<file path="src/rtl/multi_issue_decode_ctrl_pkg.sv">
// decode_pkg: shared definitions for the multi-issue decode controller.
//   - opcode encodings (4-bit opcode taken from the top nibble of an instruction)
//   - CTRL_W and the bit index of every field in the per-lane control vector
//   - FSM state encoding and a branch-class helper
package decode_pkg;

    localparam int CTRL_W = 16;

    typedef enum logic [3:0] {
        OP_NOP     = 4'h0,
        OP_ADD     = 4'h1,
        OP_SUB     = 4'h2,
        OP_MUL     = 4'h3,
        OP_LD      = 4'h4,
        OP_ST      = 4'h5,
        OP_CMP     = 4'h6,
        OP_MOV     = 4'h7,
        OP_OR      = 4'h8,
        OP_AND     = 4'h9,
        OP_NOT     = 4'hA,
        OP_LSL     = 4'hB,
        OP_UBRANCH = 4'hC,
        OP_LSR     = 4'hD,
        OP_BEQ     = 4'hE,
        OP_BGT     = 4'hF
    } opcode_e;

    // Control vector bit positions
    localparam int B_ADD     = 0;
    localparam int B_SUB     = 1;
    localparam int B_MUL     = 2;
    localparam int B_LD      = 3;
    localparam int B_ST      = 4;
    localparam int B_CMP     = 5;
    localparam int B_MOV     = 6;
    localparam int B_OR      = 7;
    localparam int B_AND     = 8;
    localparam int B_NOT     = 9;
    localparam int B_LSL     = 10;
    localparam int B_LSR     = 11;
    localparam int B_BEQ     = 12;
    localparam int B_BGT     = 13;
    localparam int B_UBRANCH = 14;
    localparam int B_WB      = 15;

    // RUN: skid empty, accepting. HOLD: skid holds one bundle.
    typedef enum logic {
        ST_RUN  = 1'b0,
        ST_HOLD = 1'b1
    } state_e;

    function automatic logic is_branch(input logic [3:0] op);
        return (op == OP_UBRANCH) || (op == OP_BEQ) || (op == OP_BGT);
    endfunction

endpackage

</file>
<file path="src/rtl/multi_issue_decode_ctrl_if.sv">
// Bundle handshake between an instruction source and the decode controller.
//   flush, stall          : source -> decoder control
//   in_valid, in_instr    : instruction bundle (lane 0 oldest)
//   in_ready              : decoder -> source, bundle accepted when high
//   out_valid, out_ctrl   : decoded per-lane valid and control vectors
// master = instruction source / bench side, slave = decode controller.
interface multi_issue_decode_ctrl_if #(
    parameter int ISSUE_WIDTH = 2,
    parameter int INSTR_W     = 16
) ();
    logic                                      flush;
    logic                                      stall;
    logic [ISSUE_WIDTH-1:0]                    in_valid;
    logic [ISSUE_WIDTH*INSTR_W-1:0]            in_instr;
    logic                                      in_ready;
    logic [ISSUE_WIDTH-1:0]                    out_valid;
    logic [ISSUE_WIDTH*decode_pkg::CTRL_W-1:0] out_ctrl;

    modport master (
        output flush, stall, in_valid, in_instr,
        input  in_ready, out_valid, out_ctrl
    );

    modport slave (
        input  flush, stall, in_valid, in_instr,
        output in_ready, out_valid, out_ctrl
    );
endinterface

</file>
<file path="src/rtl/multi_issue_decode_ctrl_decode_lane.sv">
// decode_lane: purely combinational opcode -> control vector decoder.
//   opcode : 4-bit opcode
//   ctrl   : CTRL_W-bit one-hot operation field plus WB flag (NOP -> all zero)
module decode_lane
    import decode_pkg::*;
(
    input  logic [3:0]        opcode,
    output logic [CTRL_W-1:0] ctrl
);

    always_comb begin
        ctrl = '0;
        case (opcode)
            OP_ADD:     begin ctrl[B_ADD] = 1'b1; ctrl[B_WB] = 1'b1; end
            OP_SUB:     begin ctrl[B_SUB] = 1'b1; ctrl[B_WB] = 1'b1; end
            OP_MUL:     begin ctrl[B_MUL] = 1'b1; ctrl[B_WB] = 1'b1; end
            OP_LD:      begin ctrl[B_LD]  = 1'b1; ctrl[B_WB] = 1'b1; end
            OP_ST:      ctrl[B_ST]  = 1'b1;
            OP_CMP:     ctrl[B_CMP] = 1'b1;
            OP_MOV:     begin ctrl[B_MOV] = 1'b1; ctrl[B_WB] = 1'b1; end
            OP_OR:      begin ctrl[B_OR]  = 1'b1; ctrl[B_WB] = 1'b1; end
            OP_AND:     begin ctrl[B_AND] = 1'b1; ctrl[B_WB] = 1'b1; end
            OP_NOT:     begin ctrl[B_NOT] = 1'b1; ctrl[B_WB] = 1'b1; end
            OP_LSL:     begin ctrl[B_LSL] = 1'b1; ctrl[B_WB] = 1'b1; end
            OP_UBRANCH: ctrl[B_UBRANCH] = 1'b1;
            OP_LSR:     begin ctrl[B_LSR] = 1'b1; ctrl[B_WB] = 1'b1; end
            OP_BEQ:     ctrl[B_BEQ] = 1'b1;
            OP_BGT:     ctrl[B_BGT] = 1'b1;
            default:    ctrl = '0;
        endcase
    end

endmodule

</file>
<file path="src/rtl/multi_issue_decode_ctrl.sv">
// multi_issue_decode_ctrl: registered multi-lane instruction decoder with a
// one-bundle skid buffer, flush priority and a saturating stall counter.
//   clk, reset : clock, asynchronous active-high reset
//   bus        : slave side of multi_issue_decode_ctrl_if (flush, stall,
//                in_valid/in_instr/in_ready, out_valid/out_ctrl)
//   stall_cnt  : saturating count of stalled cycles with a valid output
// Optional feature: define DECODE_BRANCH_SQUASH_EN to invalidate every lane
// younger than the oldest valid branch lane of a decoded bundle.
module multi_issue_decode_ctrl
    import decode_pkg::*;
#(
    parameter int ISSUE_WIDTH = 2,
    parameter int INSTR_W     = 16,
    parameter int CNT_W       = 16
) (
    input  logic                     clk,
    input  logic                     reset,
    multi_issue_decode_ctrl_if.slave bus,
    output logic [CNT_W-1:0]         stall_cnt
);

    state_e state_q, state_d;
    logic   load_out, from_skid, capture, clear_out;

    logic [ISSUE_WIDTH-1:0]         skid_valid_q;
    logic [ISSUE_WIDTH*INSTR_W-1:0] skid_instr_q;

    logic [ISSUE_WIDTH-1:0]         sel_valid_p0, dec_valid_p0;
    logic [ISSUE_WIDTH*INSTR_W-1:0] sel_instr_p0;
    logic [ISSUE_WIDTH*CTRL_W-1:0]  dec_ctrl_p0;

    logic [ISSUE_WIDTH-1:0]         valid_p1;
    logic [ISSUE_WIDTH*CTRL_W-1:0]  ctrl_p1;
    logic [CNT_W-1:0]               stall_cnt_q;

    // FSM state register
    always_ff @(posedge clk or posedge reset) begin
        if (reset) state_q <= ST_RUN;
        else       state_q <= state_d;
    end

    // Next state and load controls; flush overrides everything
    always_comb begin
        state_d   = state_q;
        load_out  = 1'b0;
        from_skid = 1'b0;
        capture   = 1'b0;
        clear_out = 1'b0;
        if (bus.flush) begin
            state_d   = ST_RUN;
            clear_out = 1'b1;
        end else begin
            case (state_q)
                ST_RUN: begin
                    if (!bus.stall) begin
                        load_out = 1'b1;
                    end else if (|bus.in_valid) begin
                        capture = 1'b1;
                        state_d = ST_HOLD;
                    end
                end
                ST_HOLD: begin
                    if (!bus.stall) begin
                        load_out  = 1'b1;
                        from_skid = 1'b1;
                        state_d   = ST_RUN;
                    end
                end
                default: state_d = ST_RUN;
            endcase
        end
    end

    // in_ready depends on state only, never on stall
    assign bus.in_ready = (state_q == ST_RUN);

    // Stage p0: select input or skid bundle and decode
    assign sel_valid_p0 = from_skid ? skid_valid_q : bus.in_valid;
    assign sel_instr_p0 = from_skid ? skid_instr_q : bus.in_instr;

    for (genvar g = 0; g < ISSUE_WIDTH; g++) begin : g_lane
        decode_lane u_lane (
            .opcode (sel_instr_p0[g*INSTR_W + INSTR_W-1 -: 4]),
            .ctrl   (dec_ctrl_p0[g*CTRL_W +: CTRL_W])
        );
    end

    always_comb begin
`ifdef DECODE_BRANCH_SQUASH_EN
        logic br_seen;
        br_seen      = 1'b0;
        dec_valid_p0 = sel_valid_p0;
        for (int i = 0; i < ISSUE_WIDTH; i++) begin
            if (br_seen) begin
                dec_valid_p0[i] = 1'b0;
            end else if (sel_valid_p0[i] &&
                         is_branch(sel_instr_p0[i*INSTR_W + INSTR_W-1 -: 4])) begin
                br_seen = 1'b1;
            end
        end
`else
        dec_valid_p0 = sel_valid_p0;
`endif
    end

    // Skid capture: holds the bundle offered while stalled in RUN
    always_ff @(posedge clk or posedge reset) begin
        if (reset) begin
            skid_valid_q <= '0;
            skid_instr_q <= '0;
        end else if (capture) begin
            skid_valid_q <= bus.in_valid;
            skid_instr_q <= bus.in_instr;
        end
    end

    // Stage p1: output registers
    always_ff @(posedge clk or posedge reset) begin
        if (reset) begin
            valid_p1 <= '0;
            ctrl_p1  <= '0;
        end else if (clear_out) begin
            valid_p1 <= '0;
            ctrl_p1  <= '0;
        end else if (load_out) begin
            valid_p1 <= dec_valid_p0;
            ctrl_p1  <= dec_ctrl_p0;
        end
    end

    assign bus.out_valid = valid_p1;
    assign bus.out_ctrl  = ctrl_p1;

    // Stall counter saturates at all-ones
    always_ff @(posedge clk or posedge reset) begin
        if (reset) begin
            stall_cnt_q <= '0;
        end else if (bus.stall && !bus.flush && (|valid_p1) && (stall_cnt_q != {CNT_W{1'b1}})) begin
            stall_cnt_q <= stall_cnt_q + {{(CNT_W-1){1'b0}}, 1'b1};
        end
    end

    assign stall_cnt = stall_cnt_q;

endmodule

</file>
<file path="src/flat_wrapper.sv">
// flat-port wrapper written by rule: the top's interface ports become plain ports
module multi_issue_decode_ctrl_flat import decode_pkg::*;
#(
    parameter int ISSUE_WIDTH = 2,
    parameter int INSTR_W     = 16,
    parameter int CNT_W       = 16
)
  (clk, reset, stall_cnt, bus_flush, bus_stall, bus_in_valid, bus_in_instr, bus_in_ready, bus_out_valid, bus_out_ctrl);
  multi_issue_decode_ctrl_if #(.ISSUE_WIDTH(ISSUE_WIDTH), .INSTR_W(INSTR_W)) bus_i ();
  input  logic clk;
  input  logic reset;
  output logic [CNT_W-1:0] stall_cnt;
  input wire logic [$bits(bus_i.flush)-1:0] bus_flush;
  input wire logic [$bits(bus_i.stall)-1:0] bus_stall;
  input wire logic [$bits(bus_i.in_valid)-1:0] bus_in_valid;
  input wire logic [$bits(bus_i.in_instr)-1:0] bus_in_instr;
  output wire logic [$bits(bus_i.in_ready)-1:0] bus_in_ready;
  output wire logic [$bits(bus_i.out_valid)-1:0] bus_out_valid;
  output wire logic [$bits(bus_i.out_ctrl)-1:0] bus_out_ctrl;
  assign bus_i.flush = bus_flush;
  assign bus_i.stall = bus_stall;
  assign bus_i.in_valid = bus_in_valid;
  assign bus_i.in_instr = bus_in_instr;
  assign bus_in_ready = bus_i.in_ready;
  assign bus_out_valid = bus_i.out_valid;
  assign bus_out_ctrl = bus_i.out_ctrl;
  multi_issue_decode_ctrl #(.ISSUE_WIDTH(ISSUE_WIDTH), .INSTR_W(INSTR_W), .CNT_W(CNT_W)) u_core (.clk(clk), .reset(reset), .bus(bus_i), .stall_cnt(stall_cnt));
endmodule
</file>
<file path="config.mk">
export PLATFORM = sky130hd
export DESIGN_NAME = multi_issue_decode_ctrl_flat
export DESIGN_NICKNAME = d
export VERILOG_FILES = /design/src/rtl/multi_issue_decode_ctrl_pkg.sv /design/src/rtl/multi_issue_decode_ctrl_if.sv /design/src/rtl/multi_issue_decode_ctrl_decode_lane.sv /design/src/rtl/multi_issue_decode_ctrl.sv /design/src/flat_wrapper.sv
export SDC_FILE = /design/constraint.sdc
export NUM_CORES = 1
export LEC_CHECK = 0
export BUFFER_PORTS_ARGS = -buffer_cell sky130_fd_sc_hd__clkbuf_2
export CORE_UTILIZATION = 40
export CTS_CLUSTER_DIAMETER = 40
export DETAILED_ROUTE_END_ITERATION = 16
export HOLD_SLACK_MARGIN = 0.02
export PLACE_DENSITY = 0.64
export REMOVE_ABC_BUFFERS = 1
export SLEW_MARGIN = 20
export SYNTH_ARGS = -nofsm -noshare
export SYNTH_HDL_FRONTEND = slang
export SYNTH_SLANG_ARGS = --single-unit
</file>
<file path="constraint.sdc">
create_clock -name clk -period 1.85 [get_ports clk]
set_input_delay 0.0925 -clock clk [delete_from_list [all_inputs] [get_ports clk]]
set_output_delay 0.0925 -clock clk [all_outputs]
set_load 0.01 [all_outputs]
</file>
==> flow_summary.json, run 1 <==
{
  "met1_length_mm": 3.329,
  "cts_made_buffers": 9,
  "die_area_um2": 7775,
  "final_hold_viol_count": 0,
  "grt_pass1_vias": 2279,
  "initial_core_util_pct": 41.17,
  "num_vias": 2534,
  "path_clk_slew_ps": 70,
  "tightest_slew_ps": 527.6,
  "final_max_slew_viol_count": 0,
  "cts_max_level": 3,
  "die_height_um": 88.18,
  "mostFrequentLayoutCell": "clkbuf_2",
  "finalNonFillerCells": 486,
  "ant_nets": 0,
  "finalSetupViolCount": 0,
  "finalClockSkew_ps": 4.734,
  "wirelength_mm": 6.764,
  "p_comb_share_pct": 16.2,
  "slew_headroom_pct": 64.59,
  "clk_path_buf_depth": 2,
  "power_w": 0.003112,
  "power.leakage_nw": 1.747,
  "final_util_pct": 51.23,
  "root_buffer": "clkbuf_8",
  "grt_pass1_wl_mm": 10.73,
  "rows": 31,
  "die_x_um": 88.18,
  "ys_types": 45,
  "wl_met2_mm": 3.077,
  "dr_wl_met3_um": 244,
  "end_kind": "flop",
  "route.detailed.drc": 0,
  "critPathKind": "reg -> reg",
  "syn2layout_area_growth_pct": 24.43,
  "synth_enable_flop_cells": 0,
  "yosys_warnings": 0,
  "clk_latency_ps": 340,
  "synthCells": 304,
  "power_frac_seq_pct": 50.6,
  "p_int_w": 0.002212,
  "drt_iter0_drc": 99,
  "antenna_cells": 0,
  "layout_common_cells": "64 x clkbuf_2, 61 x dfrtp_1, 48 x nand2_1, 30 x o21ai_0",
  "finalCritPeriodShare_pct": 94.92,
  "drive_above_1_share_pct": 28.94,
  "crit_chain": "ha_2 > nand3_2 > nor4_4 > nor2_1 > mux2_2",
  "cts_tree": "yes",
  "worstPathArrival_ps": 1980,
  "grt_overflow_total": 0,
  "highest_layer": "met4",
  "portBuffers": 64,
  "cts_sinks": 61,
  "dp_cells": 467,
  "gp_congestion": 0.8144,
  "fin_nets": 423,
  "p_per_area_nw_per_um2": 842.0,
  "slowest_stage": "dfrtp_1",
  "slowest_delay_ps": 420,
  "hpwl_mm": 4.730,
  "grt_max_degree": 62,
  "gr-usage-all-layers_pct": 18.23,
  "hold_path.class": "in -> reg",
  "postSynthAreaPerCell_um2": 9.771,
  "finalCriticalPeriod_ps": 1756,
  "dr.pass1.iters": 4,
  "vdd.ir_drop.worst_mv": 0.5097,
  "max_clock_freq_mhz": 569.5,
  "via_per_inst": 5.214,
  "cp-start-kind": "flop",
  "ios": 89,
  "seq_area_frac_synth_pct": 51.39,
  "max-cap-violations": 0,
  "path_max_fanout": 5,
  "p_clk_share_pct": 33.2,
  "routedWlPerCell_um": 13.92,
  "core_area_um2": 7214,
  "grt_antenna_before_repair": 0,
  "async_flop_share_pct": 100.0,
  "syn_area_um2": 2970,
  "yosys_most_used_dff": "dfrtp_1",
  "cp.required_ps": 2080,
  "status": "finished clean",
  "switchingPower_w": 0.0008998,
  "cp.buffers_inverters": 0,
  "netSwitchingFraction_pct": 28.91,
  "crit_family": "simple AND/OR/NAND/NOR gates",
  "ys_seq_elements": 61
}
-- Yosys cell counts, types with 2 or more instances --
cell      count  share of area [%]
a21oi_1      10                1.7
a22o_1        4                1.2
a31oi_1       6                1.3
and3b_1       2               0.59
buf_2         4               0.67
clkbuf_1     10                1.3
dfrtp_1      61                 51
inv_1         7               0.88
mux2_2        9                3.4
mux2i_1       7                2.4
nand2_1      48                6.1
nand2b_1      8                1.7
nand3_1      10                1.7
nand3b_1      3               0.76
nand4_1       5                1.1
nor2_1       16                2.0
nor2b_1       4               0.84
nor3_1       11                1.9
nor3b_1       5                1.3
nor4_1        5                1.1
o211ai_1      3               0.76
o21ai_0      30                5.1
or4_1         2               0.51
xnor2_1       5                1.5
xor2_1        9                2.7
-- power by group through the flow --
stage | clock network (W) | registers, W | logic [W]
6_report | 0.00103 | 0.00158 | 0.000503
3_3_place_gp | 0 | 0.00159 | 0.000465
5_1_grt | 0.00111 | 0.00160 | 0.000563
3_5_place_dp | 0 | 0.00160 | 0.000470
4_1_cts | 0.00107 | 0.00157 | 0.000475
2_1_floorplan | 0 | 0.00160 | 0.000256
-- through the flow --
step	setup TNS (ps)	setup slack [ps]	hold slack, ps	area (µm²)
after floorplan	-4765	-500.7	155.6	2913
after global placement	0	145.2	163.6	3477
after detailed placement	0	118.8	165.6	3477
after CTS	0	104.0	32.18	3662
after global routing	-25.72	-25.72	45.38	3696
final	0	93.97	41.94	3696
-- registers in the layout, summed over array words and instances (netlist names) --
| register | count |
|---|---|
| u_core.skid_instr_q | 8 |
| u_core.bus.out_valid | 2 |
| u_core.state_q | 1 |
| u_core.stall_cnt | 16 |
| u_core.bus.out_ctrl | 32 |
| u_core.skid_valid_q | 2 |
-- layer usage --
metal  vias up  track usage, %
met1      1231           25.13
met3         9           3.676
li1       1236               -
met5         -               0
met2        58           27.13
met4         0           9.384
-- logic make-up (layout without fill, tap and decap cells) --
group	after synthesis	count (layout)	share of synthesized area, %
fa+ha+maj	1	1	0.4212
simple gates	130	130	23.38
compound gates	61	61	12.09
flops	61	61	51.39
xor+xnor	14	14	4.128
mux	16	16	5.771
buf+inv	21	104	2.823
-- final timing paths --
path | from | endpoint | slack [ps] | cells after the start
worst min-delay path | bus_in_valid[0] | u_core.skid_valid_q[0]$_DFFE_PP0P_ | 40 | 2
worst max register to register | u_core.stall_cnt[1]$_DFFE_PP0P_ | u_core.stall_cnt[1]$_DFFE_PP0P_ | 90 | 5
worst min register to register | u_core.bus.out_ctrl[11]$_DFFE_PP0P_ | u_core.bus.out_ctrl[11]$_DFFE_PP0P_ | 470 | 2
worst max-delay path | u_core.stall_cnt[1]$_DFFE_PP0P_ | u_core.stall_cnt[1]$_DFFE_PP0P_ | 90 | 5
min in group asynchronous | reset | u_core.stall_cnt[13]$_DFFE_PP0P_ | 350 | 4
max in group asynchronous | reset | u_core.bus.out_ctrl[30]$_DFFE_PP0P_ | 1230 | 4
-- final cells by class --
class / instances / area [µm²]
clock buffers: 12 / 155.1
clock inverters: 2 / 10.01
fillers: 707 / 3518
inverters: 7 / 26.28
multi-input cells: 222 / 1374
flip-flops and latches: 61 / 1526
well taps: 99 / 123.9
repair buffers: 83 / 480.5
-- repair_timing --
action,CTS,global route
resized for setup,0,3
buffers inserted,0,3
hold buffers,2,0
endpoints found under the setup margin,0,2
endpoints found under the hold margin,62,0
Power figures use the tool's default switching activity.
==> run 2, diff against run 1 <==
--- a/config.mk
+++ b/config.mk
@@ -5,6 +5,7 @@
 export SDC_FILE = /design/constraint.sdc
 export NUM_CORES = 1
 export LEC_CHECK = 0
+export ABC_AREA = 1
 export BUFFER_PORTS_ARGS = -buffer_cell sky130_fd_sc_hd__clkbuf_2
 export CORE_UTILIZATION = 40
 export CTS_CLUSTER_DIAMETER = 40
==> constraint.sdc (replaced) <==
create_clock -name clk -period 2 [get_ports clk]
set_input_delay 0.1 -clock clk [delete_from_list [all_inputs] [get_ports clk]]
set_output_delay 0.1 -clock clk [all_outputs]
set_load 0.01 [all_outputs]
==> flow_summary.json, run 2 <==
{
  "ios": 89,
  "largest_reg_flops": 32,
  "antenna_cells": 0,
  "routedWlPerCell_um": 12.26,
  "syn_area_um2": 2960,
  "initial_core_util_pct": 42.40,
  "grt_max_degree": 38,
  "final_util_pct": 52.42,
  "power_w": 0.003258,
  "die_height_um": 88.03,
  "path_max_fanout": 12,
  "cts_tree": "yes",
  "cp-start-kind": "flop",
  "ys_seq_elements": 61,
  "netlist.area_leader.share_pct": 51.56,
  "mostFrequentLayoutCell": "nand2_1",
  "finalCritPeriodShare_pct": 88.19,
  "finalSetupViolCount": 0,
  "clk_latency_ps": 340,
  "root_buffer": "clkbuf_8",
  "critPathKind": "reg -> reg",
  "ant_nets": 0,
  "finalNonFillerCells": 529,
  "hpwl_mm": 4.722,
  "max-cap-violations": 0,
  "hold_path.class": "in -> reg",
  "synth_area_leaders": "dfrtp_1 52%, nand2_1 15%, o21ai_0 5.1%, inv_1 3.9%, xor2_1 3.6%",
  "gr-usage-all-layers_pct": 18.48,
  "hold_path_end": "u_core.skid_instr_q[28]$_DFFE_PP0P_",
  "route.detailed.drc": 0,
  "grt_pass1_vias": 2402,
  "core_area_um2": 6982,
  "finalCriticalPeriod_ps": 1764,
  "final_hold_viol_count": 0,
  "reg2reg_setup_slack_ps": 240,
  "finalClockSkew_ps": 7.897,
  "wirelength_mm": 6.488,
  "p_per_area_nw_per_um2": 890.2,
  "synth.most_common_cell": "nand2_1",
  "grt_antenna_before_repair": 0,
  "power.leakage_nw": 1.909,
  "grt_overflow_total": 0,
  "via_per_inst": 4.788,
  "path_clk_slew_ps": 70,
  "cp.required_ps": 2230,
  "fin_nets": 467,
  "end_kind": "flop",
  "die_area_um2": 7749,
  "status": "finished clean",
  "yosys.area.top_type": "dfrtp_1",
  "vdd.ir_drop.worst_mv": 0.3420,
  "slew_headroom_pct": 63.86,
  "min_from": "bus_in_instr[28]",
  "fin_tns_setup_ps": 0,
  "max_clock_freq_mhz": 567.0,
  "clk_path_buf_depth": 2,
  "drive_above_1_share_pct": 24.48,
  "synth_common_cells": "116 x nand2_1, 61 x dfrtp_1, 31 x inv_1, 30 x o21ai_0, 25 x nor2_1",
  "tightest_slew_ps": 541.3,
  "num_vias": 2533,
  "cts_max_level": 3,
  "place_ws_ps": 181.4,
  "worstReg2RegStart": "u_core.stall_cnt[1]$_DFFE_PP0P_",
  "async_flop_share_pct": 100.0,
  "hold_depth": 3,
  "synthCells": 354,
  "reg2reg_depth": 8,
  "rsz0062_at_grt": "no",
  "cts_sinks": 61,
  "yosys_most_used_dff": "dfrtp_1",
  "cts_made_buffers": 9,
  "seq_area_frac_synth_pct": 51.56,
  "nFillCells": 697,
  "worstPathArrival_ps": 1990,
  "grt_pass1_wl_mm": 10.84,
  "rows": 30,
  "gp_congestion": 0.7747,
  "layout_common_cells": "116 x nand2_1, 64 x clkbuf_2, 61 x dfrtp_1, 30 x inv_1, 30 x o21ai_0",
  "dp_cells": 509,
  "ys_types": 31,
  "yosys_warnings": 0,
  "dr.pass1.iters": 4,
  "drt_iter0_drc": 147,
  "postSynthAreaPerCell_um2": 8.363,
  "synth_enable_flop_cells": 0,
  "r2r_end": "u_core.stall_cnt[8]$_DFFE_PP0P_",
  "setup_slack_ps": 236.2,
  "syn2layout_area_growth_pct": 23.63,
  "final_max_slew_viol_count": 0,
  "die_x_um": 88.03,
  "portBuffers": 64
}
run 2: per-stage QoR:
| stage | hold slack [ps] | cell area (µm²) |
|---|---|---|
| floorplan | 250.6 | 2899 |
| global placement | 162.0 | 3374 |
| CTS | 25.40 | 3655 |
| global route | 50.45 | 3660 |
| detailed placement | 168.4 | 3374 |
| finish | 35.32 | 3660 |
run 2: repair_timing:
item	in CTS	in global routing
hold buffers	4	0
endpoints found under the setup margin	0	3
endpoints found under the hold margin	27	0
resized for setup	0	1
buffers inserted	0	0
run 2: power by group:
| group | switching, W | internal [W] |
|---|---|---|
| clock | 0.000479 | 0.000861 |
| combinational | 0.000287 | 0.000175 |
| sequential | 0.000112 | 0.00134 |
run 2: final cells by class:
type / count / area (µm²) / share of cell area (%)
Multi-Input combinational cell: 249 / 1242 / 33.95
Clock buffer: 12 / 145.1 / 3.966
Tap cell: 96 / 120.1 / 3.282
Sequential cell: 61 / 1526 / 41.71
Timing Repair Buffer: 71 / 395.4 / 10.80
Clock inverter: 4 / 95.09 / 2.598
Inverter: 36 / 135.1 / 3.692
run 2: how the worst max path moves through the flow:
stage,from,cells past startpoint,slack (ps),endpoint
after global placement,u_core.stall_cnt[0]$_DFFE_PP0P_,8,210,u_core.stall_cnt[12]$_DFFE_PP0P_
after CTS,u_core.stall_cnt[0]$_DFFE_PP0P_,8,170,u_core.stall_cnt[8]$_DFFE_PP0P_
after global routing,u_core.stall_cnt[0]$_DFFE_PP0P_,9,60,u_core.stall_cnt[12]$_DFFE_PP0P_
after floorplan,reset,1,390,u_core.bus.out_ctrl[0]$_DFFE_PP0P_
after detailed placement,u_core.stall_cnt[0]$_DFFE_PP0P_,8,180,u_core.stall_cnt[8]$_DFFE_PP0P_
final,u_core.stall_cnt[1]$_DFFE_PP0P_,8,240,u_core.stall_cnt[8]$_DFFE_PP0P_
run 2: cells by family after synthesis:
family                   synth area share, %
AO/OA/AOI/OAI                          11.54
buffers and inverters                  6.635
AND/OR/NAND/NOR                        25.91
XOR/XNOR                               3.550
flip-flops                             51.56
adder cells (fa/ha/maj)               0.4226
multiplexers                          0.3804
run 2: critical path, cell delays in order, from the launching register on:
cell and delay, ps:
dfrtp_1 390, ha_1 230, nand3_1 160, nor3_4 240
nand3_1 170, nand2_4 180, inv_2 130, nand3b_1 110
nand2_1 50
run 2: routing by layer:
layer	track usage, %	vias to the layer above	part of all wire, %
met3	2.545	13	3.3
met2	29.81	51	47
li1	-	1292	-
met5	0	-	0
met1	24.12	1177	48
met4	10.12	0	2.3
